$ cat config.mk
export PLATFORM = sky130hd
export DESIGN_NAME = comb_tdm
export DESIGN_NICKNAME = d
export VERILOG_FILES = /design/src/rtl/comb_tdm.sv
export SDC_FILE = /design/constraint.sdc
export NUM_CORES = 1
export LEC_CHECK = 0
export ABC_AREA = 1
export ABC_CLOCK_PERIOD_IN_PS = 3200
export CAP_MARGIN = 0
export CORE_MARGIN = 2
export CORE_UTILIZATION = 45
export CTS_CLUSTER_DIAMETER = 200
export DETAILED_ROUTE_END_ITERATION = 10
export GPL_TIMING_DRIVEN = 0
export PLACE_DENSITY = 0.65
export SETUP_SLACK_MARGIN = 0.15
export SLEW_MARGIN = 0
export SYNTH_ARGS = -nofsm -noshare
export SYNTH_HDL_FRONTEND = slang
export SYNTH_SLANG_ARGS = --single-unit
$ cat constraint.sdc
create_clock -name clk -period 3.2 [get_ports clk]
set_input_delay 0.64 -clock clk [delete_from_list [all_inputs] [get_ports clk]]
set_output_delay 0.64 -clock clk [all_outputs]
set_load 0.02 [all_outputs]
$ cat src/rtl/comb_tdm.sv
// comb_tdm: time-multiplexed CIC comb stage, y[n] = x[n] - x[n-M] per channel.
// Each channel owns a ring of CIC_M_MAX past samples. The differential delay M
// (m_eff) is loaded only on clr. Channel state is selected with constant-index
// loops, so a channel count that is not a power of two never indexes past the
// end of an array.
module comb_tdm #(
   parameter int unsigned SAMP_WIDTH = 16,
   parameter int unsigned NUM_CH     = 4,
   parameter int unsigned CIC_M_MAX  = 2,
   parameter int unsigned USE_DSP    = 1,
   localparam int unsigned CH_W      = (NUM_CH > 1) ? $clog2(NUM_CH) : 1,
   localparam int unsigned M_W       = $clog2(CIC_M_MAX + 1)
) (
   input  logic                         clk,
   input  logic                         reset_n,
   input  logic signed [SAMP_WIDTH-1:0] samp_inp_data,
   input  logic        [CH_W-1:0]       samp_inp_ch,
   input  logic                         samp_inp_str,
   input  logic        [M_W-1:0]        cic_m_sel,
   input  logic                         clr,
   output logic signed [SAMP_WIDTH-1:0] samp_out_data,
   output logic        [CH_W-1:0]       samp_out_ch,
   output logic                         samp_out_str,
   output logic                         samp_out_primed,
   output logic                         err_ch
);

   localparam int unsigned PW = (CIC_M_MAX > 1) ? $clog2(CIC_M_MAX) : 1;

   logic signed [SAMP_WIDTH-1:0] ring_q [NUM_CH][CIC_M_MAX];
   logic        [PW-1:0]         wptr_q [NUM_CH];
   logic        [M_W-1:0]        prime_q [NUM_CH];
   logic        [M_W-1:0]        m_eff_q;

   logic                         ch_ok;
   logic                         accept;
   logic        [PW-1:0]         sel_wptr;
   logic        [M_W-1:0]        sel_prime;
   logic        [PW-1:0]         rd_idx;
   logic signed [SAMP_WIDTH-1:0] rd_word;
   logic        [PW-1:0]         wptr_nxt;
   logic        [M_W-1:0]        prime_nxt;
   logic                         primed;
   logic        [M_W-1:0]        m_clamped;
   logic signed [SAMP_WIDTH-1:0] diff;

   assign ch_ok  = 32'(samp_inp_ch) < NUM_CH;
   assign accept = samp_inp_str & ~clr & ch_ok;

   // Pick the addressed channel's pointer and prime count.
   always_comb begin
      sel_wptr  = '0;
      sel_prime = '0;
      for (int unsigned c = 0; c < NUM_CH; c++) begin
         if (32'(samp_inp_ch) == c) begin
            sel_wptr  = wptr_q[c];
            sel_prime = prime_q[c];
         end
      end
   end

   // Read index (wptr - m_eff) mod CIC_M_MAX with an explicit wrap, plus next pointer/prime.
   always_comb begin
      if (32'(sel_wptr) >= 32'(m_eff_q)) begin
         rd_idx = PW'(32'(sel_wptr) - 32'(m_eff_q));
      end else begin
         rd_idx = PW'(32'(sel_wptr) + CIC_M_MAX - 32'(m_eff_q));
      end
      wptr_nxt  = (32'(sel_wptr) == CIC_M_MAX - 1) ? '0 : sel_wptr + PW'(1);
      prime_nxt = (32'(sel_prime) >= CIC_M_MAX) ? sel_prime : sel_prime + M_W'(1);
      primed    = sel_prime >= m_eff_q;
   end

   // Fetch the delayed history word for the addressed channel.
   always_comb begin
      rd_word = '0;
      for (int unsigned c = 0; c < NUM_CH; c++) begin
         for (int unsigned k = 0; k < CIC_M_MAX; k++) begin
            if ((32'(samp_inp_ch) == c) && (32'(rd_idx) == k)) begin
               rd_word = ring_q[c][k];
            end
         end
      end
   end

   // Clamp the requested delay into 1..CIC_M_MAX.
   always_comb begin
      if (cic_m_sel == '0) begin
         m_clamped = M_W'(1);
      end else if (32'(cic_m_sel) > CIC_M_MAX) begin
         m_clamped = M_W'(CIC_M_MAX);
      end else begin
         m_clamped = cic_m_sel;
      end
   end

   // Wrapping subtractor, optionally tagged for DSP mapping.
   if (USE_DSP != 0) begin : g_dsp
      (* use_dsp = "yes" *) logic signed [SAMP_WIDTH-1:0] diff_dsp;
      assign diff_dsp = samp_inp_data - rd_word;
      assign diff     = diff_dsp;
   end else begin : g_fabric
      assign diff = samp_inp_data - rd_word;
   end

   // History, pointers, prime counters, delay and error flag.
   always_ff @(posedge clk or negedge reset_n) begin
      if (!reset_n) begin
         for (int unsigned c = 0; c < NUM_CH; c++) begin
            for (int unsigned k = 0; k < CIC_M_MAX; k++) begin
               ring_q[c][k] <= '0;
            end
            wptr_q[c]  <= '0;
            prime_q[c] <= '0;
         end
         m_eff_q <= M_W'(CIC_M_MAX);
         err_ch  <= 1'b0;
      end else if (clr) begin
         for (int unsigned c = 0; c < NUM_CH; c++) begin
            for (int unsigned k = 0; k < CIC_M_MAX; k++) begin
               ring_q[c][k] <= '0;
            end
            wptr_q[c]  <= '0;
            prime_q[c] <= '0;
         end
         m_eff_q <= m_clamped;
         err_ch  <= 1'b0;
      end else begin
         if (samp_inp_str && !ch_ok) begin
            err_ch <= 1'b1;
         end
         if (accept) begin
            for (int unsigned c = 0; c < NUM_CH; c++) begin
               if (32'(samp_inp_ch) == c) begin
                  for (int unsigned k = 0; k < CIC_M_MAX; k++) begin
                     if (32'(sel_wptr) == k) begin
                        ring_q[c][k] <= samp_inp_data;
                     end
                  end
                  wptr_q[c]  <= wptr_nxt;
                  prime_q[c] <= prime_nxt;
               end
            end
         end
      end
   end

   // Output register; data, tag and primed hold when nothing is accepted.
   always_ff @(posedge clk or negedge reset_n) begin
      if (!reset_n) begin
         samp_out_data   <= '0;
         samp_out_ch     <= '0;
         samp_out_str    <= 1'b0;
         samp_out_primed <= 1'b0;
      end else if (accept) begin
         samp_out_data   <= diff;
         samp_out_ch     <= samp_inp_ch;
         samp_out_str    <= 1'b1;
         samp_out_primed <= primed;
      end else begin
         samp_out_str <= 1'b0;
      end
   end

endmodule

== Word-level counts from Yosys, hierarchy flattened ==
Index checks and enable logic that the tools add are counted.

* Flip-flop bits (word level): 162
* Input port bits: 24
* Output and inout port bits: 21

* Add/subtract/negate cells: 6
* Magnitude comparators: 4
* Equality and inequality tests: 4
* Mux-type cells: 42
* Bitwise operators: 3
* Reductions and logical operators: 28

{| class="wikitable"
|+ Operator list
! kind !! count
|-
| 128-bit 2-to-1 mux || 2
|-
| 16-bit 2-to-1 mux || 10
|-
| 32-bit 2-to-1 mux || 4
|-
| 3-bit AND reduction || 8
|-
| 2-bit 2-to-1 mux || 11
|-
| 8-bit 2-to-1 mux || 2
|-
| 16-bit subtractor || 1
|-
| 2-bit nonzero test || 6
|-
| 1-bit 2-to-1 mux || 11
|-
| 1-bit logical AND || 8
|-
| 4-bit 2-to-1 mux || 2
|-
| 2-bit AND reduction || 4
|-
| 2-bit equality test (second input constant) || 2
|-
| 2-bit zero test || 2
|-
| 1-bit adder (second input constant) || 2
|-
| 2-bit by 1-bit adder with 2-bit output (second input constant) || 1
|-
| 2-bit by 1-bit equality test with 1-bit output (second input constant) || 1
|-
| 1-bit by 2-bit >= comparator with 1-bit output || 1
|-
| 2-bit >= comparator || 1
|-
| 2-bit >= comparator (second input constant) || 1
|-
| 2-bit > comparator (second input constant) || 1
|-
| 2-bit != test (second input constant) || 1
|-
| 1-bit NOT || 2
|-
| 1-bit subtractor || 2
|-
| 1-bit AND || 1
|}

== Logic depth before layout (Yosys ltp) ==
* Depth after elaboration: 19
* Gate-level depth with buffers: 29
* Gate-level depth less buffers: 28

== Worst setup path after synthesis ==
No wires, ideal clock.

* Path kind: input port to flip-flop
* From: in samp_inp_ch[1]
* To: reg samp_out_data[11]
* Library setup time: 0.134 ns
* Arrival time: 3.339 ns
* Required time: 3.066 ns
* Path slack: -0.273 ns
* Stages: 21
* Buffers on the path: 2
* Cell sequence: nor2_2 > nand2_1 > nand3_2 > nand2_1 > nand2_1 > nand2_2 > buf_6 > nor2_4 > buf_2 > nand2_1 > nand4_1 > nand2_1 > ha_1 > a21oi_1 > nand2_1 > a21oi_1 > o21ai_0 > a21boi_0 > o21ai_0 > xnor2_1 > o21ai_0

* Longest elaborated chain between the ends: 19
* Elaborated cells between the ends (all ways): 31
* Those cells by class: add/sub: 4; order compare: 1; eq/ne: 3; mux: 13; bitwise: 1; reduce/logical: 9

{| class="wikitable"
|+ RTL lines
! element !! line !! source
|-
| from (decl) || 17 || <nowiki>input logic [CH_W-1:0] samp_inp_ch,</nowiki>
|-
| 2-bit zero test || 55, 79 ||
|-
| 1-bit 2-to-1 mux (4 in series) || 55 || <nowiki>if (32'(samp_inp_ch) == c) begin</nowiki>
|-
| 1-bit adder || 67 || <nowiki>rd_idx = PW'(32'(sel_wptr) + CIC_M_MAX - 32'(m_eff_q));</nowiki>
|-
| 1-bit subtractor || 67 ||
|-
| 1-bit 2-to-1 mux || 64 || <nowiki>if (32'(sel_wptr) >= 32'(m_eff_q)) begin</nowiki>
|-
| 1-bit NOT || 79 || <nowiki>if ((32'(samp_inp_ch) == c) && (32'(rd_idx) == k)) begin</nowiki>
|-
| 1-bit logical AND || 79 ||
|-
| 16-bit 2-to-1 mux (7 in series) || 79 ||
|-
| 16-bit 2-to-1 mux * || 79 ||
|-
| 16-bit subtractor * || 100 || <nowiki>assign diff_dsp = samp_inp_data - rd_word;</nowiki>
|-
| to (signal assigned) || 156 || <nowiki>samp_out_data <= diff;</nowiki>
|-
| to (decl) || 21 || <nowiki>output logic signed [SAMP_WIDTH-1:0] samp_out_data,</nowiki>
|}

Every way passes the cells marked *; elsewhere a longest branch is shown, timed or not.
A chain may end at the register's enable or synchronous reset.

== Final worst setup path ==
* From: in samp_inp_ch[0]
* To: reg samp_out_data[9]

Same word-level chain as after synthesis.

==> results_dict.tcl <==
set metrics [dict create \
    power_frac_comb_pct 27.3 \
    cap_violations 0 \
    synth_mux_area_share_pct 0.293 \
    drtAntennaViolNets 0 \
    fin_ws_ns -0.135 \
    cp-end-kind "flop" \
    clock-sinks 162 \
    pwr-share-clk_pct 33.2 \
    grt_pass1_wl_um 34100 \
    area_growth_pct 26.9 \
    die_y_um 135 \
    violations "setup timing" \
    dr.pass1.iters 5 \
    dpl.hpwl_um 15000 \
    powerDensity_nw_per_um2 657 \
    pre_cts_ws_ns -1.38 \
    synth_warnings 0 \
    swShare_pct 32.1 \
    setup_viol 6 \
    fin_crit_sh_pct 104 \
    p_seq_share_pct 39.5 \
    multiInputGateArea_um2 3700 \
    synth_cells 910 \
    ir_worst_vdd_mv 0.488 \
    vias_per_cell 5.47 \
    fin_crit_ns 3.33 \
    die_x_um 135 \
    switching_power_mw 2.05 \
    power_mw 6.40 \
    finish.utilization_pct 58.5 \
    reg2reg_to "samp_out_data[9]" \
    clk_pin_slew_worst_paths_ns 0.07 \
    arrival_ns 3.64 \
    synth_edf_count 0 \
    ys_types 40 \
    crit_type "in2reg" \
    drcViolationCount 0 \
    place_congestion 0.918 \
    die_area_um2 18100 \
    ff2ff_setup_slack_ns -0.11 \
    async_reset_ff_share_pct 100 \
    holdWs_ns 0.177 \
    grt_pass1_vias 6532 \
    grt_max_degree 85 \
    fin_skew_ns 0.0120 \
    placed_area_um2 8460 \
    r2r_start "wptr_q[1]" \
    io_buffers 42 \
    antenna_found_initial 0 \
    synth-compound-area-share_pct 16.4 \
    syn_nets 953 \
    track_usage_pct 24.2 \
    nFillCells 1440 \
    core_um2 16600 \
    insertion_delay_ns 0.44 \
    pin_count 45 \
    hold_viol_final 0 \
    via_count 6738 \
    rr_worst_depth 21 \
    fin_tns_setup_ns -0.420 \
    worstSetupStartpointType "primary input" \
    ys_seq_area_share_pct 52.8 \
    clk_path_buf_depth 2 \
    htree_num_levels 4 \
    layout_commonest_cell "nand2_1" \
    mostFrequentLayoutCells "nand2_1, dfrtp_1, o21ai_0" \
    synth_xor_area_share_pct 0.913 \
    rsz0062_at_grt "true" \
    fmax_mhz 300 \
    cts_tree "done" \
    drt_iter0_markers 558 \
    synthAdderAreaFrac_pct 3.19 \
    diodes 0 \
    tightest_slew_ns 0.601 \
    cp_max_fo 10 \
    synth_ff_type "dfrtp_1" \
    cp-startpoint "samp_inp_ch[0]" \
    post-place-cells 1173 \
    max-slew-margin-rel_pct 59.9 \
    final_cells 1231 \
    synth_top_family_by_area "simple AND/OR/NAND/NOR gates" \
    worstHoldPathType "in2async" \
    slew_viol_final 0 \
    initial_core_util_pct 46.1 \
    wire_per_inst_um 17.2 \
    syn_area_um2 7680 \
    power.internal_mw 4.35 \
    nNetsFinal 1041 \
    routed_wl_um 21200 \
    regArea_um2 4060 \
    grt.overflow.total 0 \
    power_leakage_nw 4.40 \
    design_area_um2 9740 \
    worstPathRequired_ns 3.50 \
    syn_avg_cell_area_um2 8.44 \
    outcome "complete, but fails checks" \
    cts_buffers 17 \
    drive_above_1_share_pct 16.7 \
    synth-seq-cells 162 \
    fp-row-count 47 \
    root_buffer "clkbuf_16" \
    synthSimpleGateAreaFrac_pct 21.6 \
]
[timing repair]
item | in CTS | in global routing
hold buffers | 0 | 0
gates resized for setup | 51 | 67
endpoints found under the setup margin | 24 | 12
cloned | 1 | 0
setup buffers | 15 | 11
pin swaps | 28 | 38
[cell type report]
cell class,count,share of cell area [%]
Sequential cell,162,41.6
Clock inverter,12,1.58
Multi-Input combinational cell,657,38.0
Clock buffer,20,4.69
Inverter,49,1.89
Buffer,41,2.39
Timing Repair Buffer,70,7.00
Tap cell,220,2.83
[per-layer routing]
layer | up-vias | track usage (%) | wire [µm]
met5 | - | 0 | 0
met2 | 142 | 38.0 | 10000
li1 | 3222 | - | -
met1 | 3345 | 34.6 | 10100
met4 | 0 | 7.37 | 366
met3 | 29 | 4.20 | 693
[critical path: stages]
cell	delay [ns]
buf_6	0.11
nand2_2	0.12
inv_2	0.09
nand2_4	0.10
nand2_4	0.08
nand2_2	0.10
nand2_4	0.11
nand2_4	0.11
inv_2	0.07
buf_12	0.15
a221oi_4	0.24
nand4_1	0.17
nand2_1	0.13
ha_4	0.22
a21oi_2	0.15
nand2_2	0.11
a21oi_4	0.24
o21ai_4	0.10
a21boi_2	0.20
buf_4	0.14
xor2_1	0.15
o21ai_1	0.08
[how the worst max path moves through the flow]
stage,end,slack (ns),depth (start not counted)
global placement,samp_out_data[8],-5.34,1
global route,samp_out_data[15],-0.26,24
finish,samp_out_data[9],-0.13,22
detailed placement,samp_out_data[11],-1.38,22
CTS,samp_out_data[10],-0.14,24
floorplan,samp_out_data[10],-0.09,24
[synth_stat cells (6+ instances only)]
| library cell | n | area (µm²) |
|---|---|---|
| buf_2 | 7 | 35.0 |
| nand4_1 | 18 | 113 |
| ha_1 | 18 | 225 |
| nor2_1 | 31 | 116 |
| nand2_1 | 289 | 1080 |
| a221oi_2 | 6 | 90.1 |
| or2_2 | 10 | 62.6 |
| nand3_1 | 42 | 210 |
| clkbuf_1 | 32 | 120 |
| dfrtp_1 | 161 | 4030 |
| o21ai_1 | 6 | 30.0 |
| a21oi_1 | 31 | 155 |
| o21ai_0 | 158 | 791 |
| o22ai_1 | 6 | 37.5 |
| inv_1 | 44 | 165 |
[power by group through the flow]
stage	Combinational, mW	Clock, mW	Sequential [mW]
after floorplan	0.812	0	2.62
after global placement	1.40	0	2.55
after detailed placement	1.43	0	2.55
after CTS	1.56	2.14	2.52
after global routing	1.92	2.23	2.56
final	1.75	2.13	2.53
[kinds of logic (layout without fill, tap and decap cells)]
kind of cell / Yosys count / count (layout)
buf+inv: 91 / 192
simple gates: 400 / 400
mux: 2 / 2
fa+ha+maj: 19 / 19
other cells: 1 / 1
compound gates: 227 / 227
xor+xnor: 8 / 8
flops: 162 / 162
[sequential cells by signal, indices dropped and copies added, names as in the netlist]
register,cells
m_eff_q,2
samp_out_str,1
ring_q,128
prime_q,8
samp_out_data,16
samp_out_primed,1
wptr_q,4
samp_out_ch,2
No activity file was read; power rests on OpenSTA's default activity.
